[src/rtl/dmem_access_ctrl.sv]
// Data-memory access controller for the MEM stage.
// Places loads and stores on a valid/ready memory bus and holds the pipeline
// while a transaction is outstanding. Load data is formatted (byte/half/word,
// sign or zero extended) before the MEM/WB register. Misalignment, bus errors
// and timeouts are reported as one-cycle exception pulses.
module dmem_access_ctrl #(
  parameter int TIMEOUT = 255
) (
  input  logic        clk,
  input  logic        rstn,
  input  logic        mem_read_i,
  input  logic        mem_write_i,
  input  logic        kill_i,
  input  logic [2:0]  funct3_i,
  input  logic [31:0] addr_i,
  input  logic [31:0] wdata_i,
  output logic        bus_valid_o,
  input  logic        bus_ready_i,
  output logic        bus_we_o,
  output logic [31:0] bus_addr_o,
  output logic [31:0] bus_wdata_o,
  output logic [3:0]  bus_wstrb_o,
  input  logic        rsp_valid_i,
  input  logic [31:0] rsp_rdata_i,
  input  logic        rsp_err_i,
  output logic        stall_o,
  output logic [31:0] load_data_o,
  output logic        load_valid_o,
  output logic        misalign_exc_o,
  output logic        bus_err_exc_o
);

  localparam int              CW       = $clog2(TIMEOUT + 1);
  // Last count value still spent waiting; reaching it with no response aborts.
  localparam logic [CW-1:0]   CNT_LAST = CW'(TIMEOUT - 1);

  typedef enum logic [1:0] {IDLE, REQ, WAIT_RSP, DONE} state_t;

  state_t        state_q;
  logic [31:0]   addr_q;
  logic [31:0]   wdata_q;
  logic [3:0]    wstrb_q;
  logic [2:0]    funct3_q;
  logic          we_q;
  logic          kill_q;
  logic          err_q;
  logic [CW-1:0] cnt_q;
  logic [31:0]   load_data_q;

  logic          req;
  logic          is_store;
  logic          legal;
  logic          aligned;
  logic          accept;
  logic          reject;
  logic [3:0]    wstrb_d;
  logic [31:0]   wdata_d;
  logic [7:0]    rsp_byte;
  logic [15:0]   rsp_half;
  logic [31:0]   fmt_data;

  // Decode the MEM-stage request: legality, alignment and store lane setup.
  always_comb begin
    // NOTE: every signal assigned here gets a default first, so no path can leave one unassigned and infer a latch.
    req      = (mem_read_i | mem_write_i) & ~kill_i;
    is_store = mem_write_i;
    aligned  = 1'b0;
    wstrb_d  = 4'b0000;
    wdata_d  = wdata_i;
    // Loads allow 000,001,010,100,101; stores allow only 000,001,010.
    if (is_store) legal = ~funct3_i[2] & (funct3_i[1:0] != 2'b11);
    else          legal = (funct3_i[1:0] != 2'b11) & ~(funct3_i[2] & funct3_i[1]);
    case (funct3_i[1:0])
      2'b00: begin
        aligned = 1'b1;
        wdata_d = {4{wdata_i[7:0]}};
        wstrb_d = 4'b0001 << addr_i[1:0];
      end
      2'b01: begin
        aligned = ~addr_i[0];
        wdata_d = {2{wdata_i[15:0]}};
        wstrb_d = 4'b0011 << addr_i[1:0];
      end
      2'b10: begin
        aligned = (addr_i[1:0] == 2'b00);
        wstrb_d = 4'b1111;
      end
      default: ;
    endcase
    if (!is_store) wstrb_d = 4'b0000;
    accept = (state_q == IDLE) & req & legal & aligned;
    reject = (state_q == IDLE) & req & ~(legal & aligned);
  end

  // Extract the addressed lane of the response word and extend it.
  always_comb begin
    rsp_byte = rsp_rdata_i[{addr_q[1:0], 3'b000} +: 8];
    rsp_half = rsp_rdata_i[{addr_q[1], 4'b0000} +: 16];
    case (funct3_q)
      3'b000:  fmt_data = {{24{rsp_byte[7]}}, rsp_byte};
      3'b001:  fmt_data = {{16{rsp_half[15]}}, rsp_half};
      3'b100:  fmt_data = {24'h000000, rsp_byte};
      3'b101:  fmt_data = {16'h0000, rsp_half};
      default: fmt_data = rsp_rdata_i;
    endcase
  end

  // Transaction sequencer: IDLE -> REQ -> WAIT_RSP -> DONE -> IDLE.
  always_ff @(posedge clk or negedge rstn) begin
    // NOTE: sequential state uses non-blocking assignments so every register samples pre-edge values.
    if (!rstn) begin
      state_q     <= IDLE;
      addr_q      <= '0;
      wdata_q     <= '0;
      wstrb_q     <= '0;
      funct3_q    <= '0;
      we_q        <= 1'b0;
      kill_q      <= 1'b0;
      err_q       <= 1'b0;
      cnt_q       <= '0;
      load_data_q <= '0;
    end else begin
      unique case (state_q)
        IDLE: begin
          if (accept) begin
            addr_q   <= addr_i;
            wdata_q  <= wdata_d;
            wstrb_q  <= wstrb_d;
            funct3_q <= funct3_i;
            we_q     <= is_store;
            kill_q   <= 1'b0;
            err_q    <= 1'b0;
            state_q  <= REQ;
          end
        end
        REQ: begin
          // Once the bus has accepted, the transaction must complete; a kill
          // in the same cycle only suppresses the final pulses.
          if (bus_ready_i) begin
            cnt_q   <= '0;
            kill_q  <= kill_i;
            state_q <= WAIT_RSP;
          end else if (kill_i) begin
            state_q <= IDLE;
          end
        end
        WAIT_RSP: begin
          if (kill_i) kill_q <= 1'b1;
          if (rsp_valid_i) begin
            err_q   <= rsp_err_i;
            state_q <= DONE;
            // Only a load that will be reported updates the result register.
            if (!we_q && !rsp_err_i && !kill_q && !kill_i) load_data_q <= fmt_data;
          end else if (cnt_q == CNT_LAST) begin
            err_q   <= 1'b1;
            state_q <= DONE;
          end else begin
            cnt_q <= cnt_q + 1'b1;
          end
        end
        DONE: begin
          // The same instruction is still presented this cycle; ignore it.
          state_q <= IDLE;
        end
      endcase
    end
  end

  assign bus_valid_o    = (state_q == REQ);
  assign bus_we_o       = we_q;
  assign bus_addr_o     = {addr_q[31:2], 2'b00};
  assign bus_wdata_o    = wdata_q;
  assign bus_wstrb_o    = wstrb_q;
  assign load_data_o    = load_data_q;
  // Combinational terms are gated by rstn so every output reads 0 during reset.
  assign stall_o        = rstn & (accept | (state_q == REQ) | (state_q == WAIT_RSP));
  assign misalign_exc_o = rstn & reject;
  assign load_valid_o   = (state_q == DONE) & ~we_q & ~err_q & ~kill_q;
  assign bus_err_exc_o  = (state_q == DONE) & err_q & ~kill_q;

endmodule

[config.mk]
export PLATFORM = sky130hd
export DESIGN_NAME = dmem_access_ctrl
export DESIGN_NICKNAME = d
export VERILOG_FILES = /design/src/rtl/dmem_access_ctrl.sv
export SDC_FILE = /design/constraint.sdc
export NUM_CORES = 1
export LEC_CHECK = 0
export BUFFER_PORTS_ARGS = -buffer_cell sky130_fd_sc_hd__buf_4
export CORE_ASPECT_RATIO = 0.75
export CORE_MARGIN = 4
export CORE_UTILIZATION = 55
export DETAILED_ROUTE_END_ITERATION = 12
export HOLD_SLACK_MARGIN = 0.05
export PLACE_DENSITY_LB_ADDON = 0.25
export SLEW_MARGIN = 10
export SYNTH_ARGS = -nofsm -noshare
export SYNTH_HDL_FRONTEND = slang
export SYNTH_SLANG_ARGS = --single-unit
[constraint.sdc]
create_clock -name clk -period 5.3 [get_ports clk]
set_input_delay 0.265 -clock clk [delete_from_list [all_inputs] [get_ports clk]]
set_output_delay 0.265 -clock clk [all_outputs]
set_load 0.005 [all_outputs]
# Word-level counts from Yosys, hierarchy flattened
# Cells that the tools add are included.
# word_totals
regBits	116
input_bits	107
output_inout_bits	106
elab_cells	102
# op_classes
add_sub_neg	1
n_eq_ne	17
shifts	4
mux	23
n_bitwise	27
n_reduce_logical	20
# op_table
operator	n
one-hot mux 32 bit (4 select lines)	1
one-hot mux 32 bit (2 select lines)	1
indexed part select 32 x 6 -> 16 bit	1
indexed part select 32 x 6 -> 8 bit	1
two-way mux 8 bit	3
AND 1 bit	16
one-hot mux 8 bit (2 select lines)	1
one-hot mux 4 bit (3 select lines)	1
two-way mux 2 bit	5
!= test 2 bit, second input constant	5
AND reduction 3 bit	3
adder 8 x 1 -> 8 bit, second input constant	1
== test 8 bit, second input constant	1
NOT 1 bit	8
one-hot mux 2 bit (4 select lines)	1
AND reduction 4 bit	2
== test 2 bit, second input constant	3
== test 3 bit, second input constant	2
zero test 2 bit	3
two-way mux 1 bit	6
one-hot mux 1 bit (3 select lines)	2
== test 2 x 1 -> 1 bit, second input constant	2
zero test 1 bit	4
two-way mux 4 bit	1
other kinds (13)	18

# Logic depth before layout (Yosys ltp)
# Gate-level depths: netlist of the first run.
# logic_depth
word_depth	9
mapped_depth	8
ltp_nobuf	6

# Worst setup path after synthesis of the first run
# OpenSTA, ideal clock, no wires.
# synth_path
kind	register to register
from	register state_q[0]
to	register load_data_q[16], in the netlist load_data_o[16]
setup_time_ns	0.126
arrival_time_ns	1.782
t_required_ns	5.174
slack_ns	3.393
stages_incl_launch_ff	8
n_path_buf	1
period_less_slack_ns	1.907
cell_sequence	dfrtp_1 > inv_1 > ha_1 > nor2b_1 > nand3_1 > a21oi_2 > buf_2 > a21oi_1
# synth_between
elab_chain_len	2
# synth_rtl
item	line_no	source
start: declaration	39	state_t state_q;
start signal: assignment	112	state_q <= IDLE;
start signal: assignment	133	state_q <= REQ;
start signal: assignment	142	state_q <= WAIT_RSP;
== test 2 bit	123	unique case (state_q)
AND reduction 3 bit (no line)	n/a	
end signal: assignment	153	if (!we_q && !rsp_err_i && !kill_q && !kill_i) load_data_q <= fmt_data;
end: declaration	48	logic [31:0] load_data_q;
# Every way passes these cells.
# A chain may end at the register's enable or synchronous reset.

# Final worst setup path of the first run
# layout_path
from	register state_q[0]
to	register load_data_q[27], in the netlist load_data_o[27]
# Same word-level chain as after synthesis.

==> metrics.md, run 1 <==
| Metric | Value |
|---|---|
| Outcome | completed |
| Max-cap viol count | 0 |
| Cell taking the most area after synthesis | dfrtp_1 |
| DR DRC count | 0 |
| Hold path cells | 2 |
| Share of post-route cells with drive strength above 1 | 39.5% |
| Endpoint type of the worst setup path | flop |
| Psw | 0.00150 W |
| Most frequent cell after synthesis | dfrtp_1 |
| Min-delay src | addr_i[27] |
| CTS sink cnt | 116 |
| Vias/cell | 5.71 |
| Clk slew on worst S/H paths | 0.06 ns |
| H-tree Lvls | 4 |
| Setup bufs post-CTS | 0 |
| Maximum number of pins on one net before global-route repair | 91 |
| Mapped Area | 0.00630 mm2 |
| Peak VDD IR | 313 uV |
| Die height | 101 um |
| Number of synthesized register bits | 116 |
| Core Box Area | 0.0111 mm2 |
| Die width | 132 um |
| Actual slew at the worst max-slew pin | 1.01 ns |
| Worst Reg2Reg Path Length in Cells | 6 |
| # placed instances | 882 |
| Power Dens Cells | 550 mW/mm2 |
| Initial antenna violation count | 0 |
| Vias | 5219 |
| DRT Pass-1 Iters | 6 |
| 1st-iter DRT viols | 424 |
| Syn. warnings | 0 |
| Avg Inst Size Synth | 10.5 um2 |
| Initial Util | 56.9% |
| Worst hold endpoint | addr_q[27]$_DFFE_PN0P_ |
| Leak | 4.21 nW |
| Number of CTS-inserted buffers | 17 |
| Fmax | 283 MHz |
| Routed length per placed instance | 18.5 um |
| Maximum clock insertion buffer count | 2 |
| Hold slack | 0.0889 ns |
| CTS tree | done |
| Worst hold path class | input port to flop |
| GRT Overall Usage | 25.6% |
| Largest cells by area after synthesis | dfrtp_1, mux2_4, mux2i_1 |
| Area Growth Syn to Fin | 30.5% |
| Top Ports | 213 |
| FP Rows | 33 |
| Yosys top cell area share | 46.1% |
| Critical Path Source Type | flop |
| Max Slew Vio Count | 0 |
| Layout Nets | 877 |
| Final Hold Vio Count | 0 |
| Cts repair resizes | 0 |
| RSZ-0062 raised after global routing | false |
| WP data arrival | 3.77 ns |
| Top FF cell, synth | dfrtp_1 |
| Worst Path Max Fanout | 26 |
| Tcrit/Tclk final | 66.8% |
| Post-cts hold buffer count | 1 |
| Clock power frac | 24.5% |
| Die area | 0.0133 mm2 |
| Post-DP Area | 0.00764 mm2 |
| IO buf count | 210 |
| P_int | 0.00302 W |
| RR Startpoint | state_q[0]$_DFFE_PN0P_ |
| Critical R2R Capture | load_data_o[27]$_DFFE_PN0P_ |
| N_diodes | 0 |
| GPL Wtd Cong | 0.932 |
| Syn Inst Count | 601 |
| Sequential share of power | 35.3% |
| Setup TNS | 0 ns |
| Worst skew pair latency | 0.40 ns |
| Layout fillers | 778 |
| Combinational Power Share | 40.1% |
| Vias in the first global route | 5224 |
| FFs w/ async S/R, synth | 100% |
| WS Path Type | flop to flop |
| Switching share of total power | 33.3% |
| Worst relative slew slack | 32.2% |
| Seq/Total Area, Yosys | 46.1% |
| Hpwl dp | 12000 um |
| Critical path required time | 5.53 ns |
| Count of cell types in the netlist | 53 |
| Routed wire length | 16900 um |
| Post-route ant nets | 0 |
| Worst R2R Setup Slack | 1.76 ns |
| Period minus WS final | 3.54 ns |
| Synth top cells by count | dfrtp_1, nand2_1, o21ai_0 |
| Root buffer cell | clkbuf_16 |
| First-pass GRT wire length | 27200 um |
| Post-synth EDFFs | 0 |
| GRT overflow | 0 |
| Final setup fails | 0 |
| Layout Cells excl Fill | 914 |
| Final Cell Area | 0.00822 mm2 |
| Fin Clk Skew | 0.0104 ns |
placed cells by master, fill, tap and decap left out, drive strengths merged, types with 3 or more instances in the layout:
master    instances
nand2            75
nor4              6
ha                8
mux2             53
o21ai            46
inv              18
o41ai             3
nor2b             4
and3b             8
mux2i            34
clkbuf           19
dfrtp           116
a31oi             5
a221oi            8
a211oi            8
a211o             8
nand2b            5
nor3              5
a22o              3
clkinvlp          4
a21oi            37
buf             213
o31ai             4
nand3             4
a21o              8
nor2             44
clkinv            4
and3              3
registers in the layout (all words and copies together) (netlist names), named ones only:
| name | cells |
|---|---|
| state_q | 1 |
| load_data_o | 32 |
| cnt_q | 8 |
| funct3_q | 3 |
| kill_q | 1 |
| bus_we_o | 1 |
| bus_wstrb_o | 4 |
| bus_wdata_o | 32 |
| addr_q | 32 |
| err_q | 1 |
cells by family after synthesis:
logic type / Yosys count / share of synthesized area, %
multiplexers: 88 / 17.9
adder cells (fa/ha/maj): 8 / 1.59
other: 1 / 0.0595
AND/OR/NAND/NOR: 160 / 11.5
AO/OA/AOI/OAI: 139 / 14.6
buffers and inverters: 89 / 8.30
flip-flops: 116 / 46.1
critical path, stage by stage, from the launching register on:
cell     delay, ns
dfrtp_1       0.42
inv_1         0.19
ha_1          0.51
nor2b_1       0.33
nand3_1       0.76
a21oi_2       0.96
a21oi_1       0.18
through the flow:
stage          utilization (%)  worst slack (ns)  total power (W)
2_1_floorplan                -              3.39          0.00264
6_report                  74.3              1.76          0.00452
3_5_place_dp              69.0              1.92          0.00340
4_1_cts                   74.3              1.86          0.00454
3_3_place_gp              69.0              2.23          0.00331
5_1_grt                   74.3              1.52          0.00479
power by group through the flow:
stage | combinational [W] | sequential [W] | clock, W
after floorplan | 0.00112 | 0.00151 | 0
after global placement | 0.00174 | 0.00157 | 0
after detailed placement | 0.00180 | 0.00160 | 0
after CTS | 0.00183 | 0.00159 | 0.00112
after global routing | 0.00197 | 0.00165 | 0.00117
final | 0.00181 | 0.00160 | 0.00111
final cells by class:
type / instances / area [um2] / area share (%)
inverters: 16 / 60.1 / 0.730
clock inverters: 12 / 131 / 1.60
well taps: 140 / 175 / 2.13
clock buffers: 19 / 443 / 5.39
repair buffers: 214 / 1620 / 19.7
flip-flops and latches: 116 / 2900 / 35.3
multi-input cells: 397 / 2890 / 35.1
metal layers:
metal | routed length, um | track usage [%] | share of wire (%)
met1 | 7290 | 33.6 | 43
met2 | 8170 | 41.5 | 48
met3 | 1160 | 6.94 | 6.9
met4 | 280 | 8.96 | 1.7
met5 | 0 | 0 | 0
worst max-delay path by stage:
stage | from | to | slack [ns] | depth (start not counted)
after floorplan | state_q[0]$_DFFE_PN0P_ | load_data_o[16]$_DFFE_PN0P_ | 3.39 | 7
after global placement | state_q[0]$_DFFE_PN0P_ | load_data_o[22]$_DFFE_PN0P_ | 2.23 | 6
after detailed placement | state_q[0]$_DFFE_PN0P_ | load_data_o[22]$_DFFE_PN0P_ | 1.92 | 6
after CTS | state_q[0]$_DFFE_PN0P_ | load_data_o[22]$_DFFE_PN0P_ | 1.86 | 6
after global routing | state_q[0]$_DFFE_PN0P_ | load_data_o[22]$_DFFE_PN0P_ | 1.52 | 6
final | state_q[0]$_DFFE_PN0P_ | load_data_o[27]$_DFFE_PN0P_ | 1.76 | 6
Note: power is estimated with default switching activity, not from simulation.
==> inputs of run 2 (changes only) <==
--- a/config.mk
+++ b/config.mk
@@ -8,7 +8,7 @@
 export BUFFER_PORTS_ARGS = -buffer_cell sky130_fd_sc_hd__buf_4
 export CORE_ASPECT_RATIO = 0.75
 export CORE_MARGIN = 4
-export CORE_UTILIZATION = 55
+export CORE_UTILIZATION = 46
 export DETAILED_ROUTE_END_ITERATION = 12
 export HOLD_SLACK_MARGIN = 0.05
 export PLACE_DENSITY_LB_ADDON = 0.25
==> constraint.sdc (replaced) <==
create_clock -name clk -period 2.95 [get_ports clk]
set_input_delay 0.1475 -clock clk [delete_from_list [all_inputs] [get_ports clk]]
set_output_delay 0.1475 -clock clk [all_outputs]
set_load 0.005 [all_outputs]
==> run 2 against run 1 <==
  * Register-to-register slack worse by 1.2 ns
  * Sequential power grew 83%
  * Clock power is 89% higher
  * First-iteration DRC count is 9.2% lower
  * Flip-flop and latch count did not move
  * Sequential share of layout area fell by 3.4 points
  * Hold slack lost 0.036 ns
  * Global-route usage is 2.7 points lower
  * Setup slack got worse by 1.2 ns
  * Via count grew 3.4%
  * Non-clock buffer count grew 80
  * Fmax up 48%
==> metrics.md, run 2 (synthesized netlist as in run 1, its figures left out) <==
| Metric | Value |
|---|---|
| Peak VDD IR | 552 uV |
| Worst Path Max Fanout | 26 |
| Period minus WS final | 2.40 ns |
| CP Buf/Inv Count | 3 |
| GRT overflow | 0 |
| Setup bufs post-CTS | 0 |
| Layout fillers | 982 |
| Fmax | 417 MHz |
| Maximum clock insertion buffer count | 2 |
| Layout Nets | 957 |
| Slowest-stage cell, CP | ha_1 |
| Worst hold path class | input port to flop |
| Critical Path Source Type | flop |
| Cts repair resizes | 0 |
| Die height | 109 um |
| Clk slew on worst S/H paths | 0.06 ns |
| GRT Overall Usage | 22.9% |
| # placed instances | 918 |
| Actual slew at the worst max-slew pin | 1.02 ns |
| Initial antenna violation count | 0 |
| Endpoint type of the worst setup path | flop |
| Area Growth Syn to Fin | 44.3% |
| Most frequent cells in the layout | buf_4, dfrtp_1, dlygate4sd3_1 |
| Vias in the first global route | 5407 |
| Final Hold Vio Count | 0 |
| Critical path required time | 3.23 ns |
| Worst relative slew slack | 31.9% |
| Final setup fails | 0 |
| Initial Util | 47.7% |
| CP cell instances | inv_1 -> ha_1 -> nor2b_1 -> nand3_1 -> buf_4 -> a21oi_2 -> buf_4 -> a21oi_1 |
| Vias | 5394 |
| Die area | 0.0157 mm2 |
| Multi-input gate area | 0.00289 mm2 |
| Post-route total power | 0.00830 W |
| Root buffer cell | clkbuf_16 |
| Leak | 4.56 nW |
| 1st-iter DRT viols | 385 |
| Max Slew Vio Count | 0 |
| H-tree Lvls | 4 |
| Crit path from | state_q[0]$_DFFE_PN0P_ |
| Min-delay src | rsp_rdata_i[3] |
| Power Dens Cells | 913 mW/mm2 |
| RR Startpoint | state_q[0]$_DFFE_PN0P_ |
| Outcome | completed |
| First-pass GRT wire length | 28200 um |
| Routed wire length | 18200 um |
| RSZ-0062 raised after global routing | false |
| Max-cap viol count | 0 |
| CTS sink cnt | 116 |
| Setup TNS | 0 ns |
| Post-cts hold buffer count | 75 |
| FP Rows | 36 |
| Vias/cell | 5.25 |
| WS Path Type | flop to flop |
| Fin Clk Skew | 0.0104 ns |
| Maximum number of pins on one net before global-route repair | 64 |
| Tcrit/Tclk final | 81.3% |
| Worst skew pair latency | 0.41 ns |
| CTS tree | done |
| Number of CTS-inserted buffers | 17 |
| WP data arrival | 2.68 ns |
| Crit path max-delay family | buffers and inverters |
| Core Box Area | 0.0132 mm2 |
| IO buf count | 210 |
| DR DRC count | 0 |
| Routed length per placed instance | 17.7 um |
| CP most frequent cell | buf_4 |
| Area taken by flip-flops and latches | 0.00290 mm2 |
| Hpwl dp | 12500 um |
| Crit path largest cell delay | 0.53 ns |
| Die width | 143 um |
| GPL Wtd Cong | 0.833 |
| Commonest non-fill, non-tap cell in the layout | buf_4 |
| Post-route ant nets | 0 |
| Layout Cells excl Fill | 1027 |
| Share of post-route cells with drive strength above 1 | 36.5% |
| Top Ports | 213 |
| DRT Pass-1 Iters | 4 |
run 2: cell types whose count changed in the layout (fill, tap and decap cells not counted), moves of 2 or more:
cell	previous run	this run
buf_4	212	216
clkinvlp_4	4	6
dlygate4sd3_1	1	76
inv_6	2	0
run 2: worst register-to-register path, delay by kind of cell (launching register included):
family	cells	cell delay [ns]
AO/OA/AOI/OAI	2	0.24
adder cells (fa/ha/maj)	1	0.53
buffers and inverters	3	0.65
flip-flops	1	0.42
AND/OR/NAND/NOR	2	0.43
run 2: worst paths after layout:
kind,slack (ns),end,cells after the start
worst max-delay path,0.55,load_data_o[31]$_DFFE_PN0P_,8
worst min-delay path,0.05,load_data_o[3]$_DFFE_PN0P_,3
worst max register to register,0.55,load_data_o[31]$_DFFE_PN0P_,8
worst min register to register,0.48,load_data_o[12]$_DFFE_PN0P_,1
max in group asynchronous,1.85,addr_q[16]$_DFFE_PN0P_,3
min in group asynchronous,0.52,addr_q[11]$_DFFE_PN0P_,3
run 2: power by group:
part / switching [W] / internal (W) / total, W
clock network: 0.000751 / 0.00134 / 0.00210
registers: 0.000618 / 0.00231 / 0.00293
logic: 0.00135 / 0.00192 / 0.00327
total: 0.00272 / 0.00557 / 0.00830
run 2: metrics by stage:
step / util (%) / worst slack, ns / cell area [um2] / hold WS [ns]
floorplan: - / 1.04 / 6300 / -0.148
global placement: 58.5 / 0.741 / 7730 / 0.380
detailed placement: 58.5 / 0.597 / 7730 / 0.383
CTS: 68.8 / 0.589 / 9080 / 0.0507
global route: 68.9 / 0.381 / 9090 / 0.0631
finish: 68.9 / 0.552 / 9090 / 0.0529
run 2: layer usage:
layer	up-vias	wire length, um	track usage (%)
li1	2558	-	-
met1	2603	7820	30.3
met2	205	8640	36.5
met3	28	1400	6.87
met4	0	313	7.26
met5	-	0	0
run 2: layout make-up:
| type | count | area share [%] |
|---|---|---|
| well taps | 171 | 2.35 |
| clock buffers | 19 | 4.87 |
| diodes | 1 | 0.0275 |
| multi-input cells | 397 | 31.8 |
| repair buffers | 294 | 26.6 |
| inverters | 16 | 0.661 |
| flip-flops and latches | 116 | 31.9 |
| clock inverters | 13 | 1.75 |
==> inputs of run 3 (changes only) <==
==> constraint.sdc (replaced) <==
create_clock -name clk -period 2.19 [get_ports clk]
set_input_delay 0.1095 -clock clk [delete_from_list [all_inputs] [get_ports clk]]
set_output_delay 0.1095 -clock clk [all_outputs]
set_load 0.005 [all_outputs]
==> run 3 against run 2 <==
  * Die area unchanged
  * Setup slack worse by 0.43 ns
  * Routed wire length up 5.5%
  * Final area up 3.7%
  * Clock-buffer cell count down 2
  * Global-route usage up 1.4 points
  * Clock power up 53%
  * Critical endpoint is now stall_o
  * Via count up 3.7%
==> metrics.md, run 3 (synthesized netlist as in run 1, its figures left out) <==
| Metric | Value |
|---|---|
| Actual slew at the worst max-slew pin | 0.569 ns |
| Core Box Area | 0.0132 mm2 |
| Share of post-route cells with drive strength above 1 | 36.9% |
| Fin Clk Skew | 0.00804 ns |
| Worst hold path class | input port to flop |
| Setup TNS | 0 ns |
| Most frequent cells in the layout | buf_4, dfrtp_1, dlygate4sd3_1 |
| CTS sink cnt | 116 |
| Max Slew Vio Count | 0 |
| Post-route ant nets | 0 |
| Tcrit/Tclk final | 94.5% |
| Area taken by flip-flops and latches | 0.00290 mm2 |
| Peak VDD IR | 1030 uV |
| Worst skew pair latency | 0.42 ns |
| RSZ-0062 raised after global routing | false |
| Area Growth Syn to Fin | 49.7% |
| Final Hold Vio Count | 0 |
| WS Path Type | input port to output pin |
| CTS tree | done |
| IO buf count | 210 |
| Period minus WS final | 2.07 ns |
| Multi-input gate area | 0.00291 mm2 |
| Leak | 4.73 nW |
| Initial Util | 47.7% |
| Die height | 109 um |
| Root buffer cell | clkbuf_16 |
| Routed wire length | 19200 um |
| Layout Nets | 982 |
| Max-cap viol count | 0 |
| Maximum number of pins on one net before global-route repair | 110 |
| Clk slew on worst S/H paths | 0.06 ns |
| Critical Path Source Type | input port |
| GRT Overall Usage | 24.4% |
| Vias/cell | 5.32 |
| Routed length per placed instance | 18.2 um |
| Power Dens Cells | 1240 mW/mm2 |
| Hpwl dp | 12600 um |
| Top Ports | 213 |
| Fmax | 483 MHz |
| Layout fillers | 961 |
| Initial antenna violation count | 0 |
| Outcome | completed |
| DRT Pass-1 Iters | 5 |
| Critical path required time | 2.08 ns |
| Vias in the first global route | 5783 |
| GRT overflow | 0 |
| Number of CTS-inserted buffers | 17 |
| Commonest non-fill, non-tap cell in the layout | buf_4 |
| WP data arrival | 1.96 ns |
| Setup bufs post-CTS | 0 |
| Worst R2R Setup Slack | 0.21 ns |
| Worst Reg2Reg Path Length in Cells | 7 |
| Die width | 143 um |
| Endpoint type of the worst setup path | output pin |
| First-pass GRT wire length | 29800 um |
| Die area | 0.0157 mm2 |
| FP Rows | 36 |
| Final setup fails | 0 |
| Worst Path Max Fanout | 31 |
| Worst relative slew slack | 62.1% |
| Final Cell Area | 0.00943 mm2 |
| H-tree Lvls | 4 |
| DR DRC count | 0 |
| N_diodes | 0 |
| GPL Wtd Cong | 0.848 |
| Hold slack | 0.0593 ns |
| Maximum clock insertion buffer count | 2 |
| Vias | 5591 |
| Post-DP Area | 0.00781 mm2 |
| 1st-iter DRT viols | 417 |
| Hold path cells | 3 |
-- run 3: cell types whose count changed in the layout (fill, tap and decap cells not counted), moves of 2 or more --
cell,change
dlygate4sd3_1,+16
buf_4,+8
clkinv_4,+5
clkinvlp_4,-5
bufinv_16,+3
clkinv_2,-2
inv_1,-2
inv_2,+2
-- run 3: layout make-up --
class	instances	share of cell area, %
clock buffers	17	4.51
multi-input cells	397	30.9
inverters	16	0.637
well taps	171	2.27
clock inverters	15	2.69
flip-flops and latches	116	30.8
repair buffers	319	28.2
-- run 3: repair_timing --
action | in CTS | in global routing
resized for setup | 2 | 3
setup endpoints to repair | 1 | 14
hold buffers | 92 | 0
gates cloned | 0 | 0
endpoints found under the hold margin | 211 | 0
-- run 3: through the flow --
stage          setup slack [ns]  power, W  utilization, %  cells
6_report                  0.121    0.0117            71.5   1051
5_1_grt                 0.00872    0.0124            71.5   1051
3_3_place_gp              0.342   0.00815            59.1    927
3_5_place_dp              0.241   0.00830            59.1    927
2_1_floorplan             0.283   0.00638               -    602
4_1_cts                  0.0253    0.0117            71.4   1051
-- run 3: worst max-delay path: stages --
cell	delay, ns
dlygate4sd3_1	0.53
buf_4	0.16
nor4_1	0.35
o211ai_4	0.24
buf_12	0.24
a21boi_0	0.17
buf_4	0.14
-- run 3: routing by layer --
layer | GRT usage (%) | wire, um | vias up
met5 | 0 | 0 | -
met4 | 9.63 | 499 | 0
met3 | 7.00 | 1600 | 42
met2 | 38.8 | 9230 | 221
met1 | 31.6 | 7840 | 2708
li1 | - | - | 2620
-- run 3: final timing paths --
path                                               end                         from
hold / removal              bus_wstrb_o[1]$_DFFE_PN0P_                    addr_i[1]
setup reg to reg           load_data_o[11]$_DFFE_PN0P_       state_q[0]$_DFFE_PN0P_
min in group asynchronous       state_q[0]$_DFFE_PN0P_                         rstn
setup / recovery                               stall_o                  funct3_i[2]
hold reg to reg            load_data_o[11]$_DFFE_PN0P_  load_data_o[11]$_DFFE_PN0P_
max in group asynchronous   bus_wstrb_o[0]$_DFFE_PN0P_                         rstn
-- run 3: where the power goes --
| group | switching [W] | internal (W) |
|---|---|---|
| Sequential | 0.000704 | 0.00312 |
| Combinational | 0.00203 | 0.00267 |
| Clock | 0.00107 | 0.00214 |
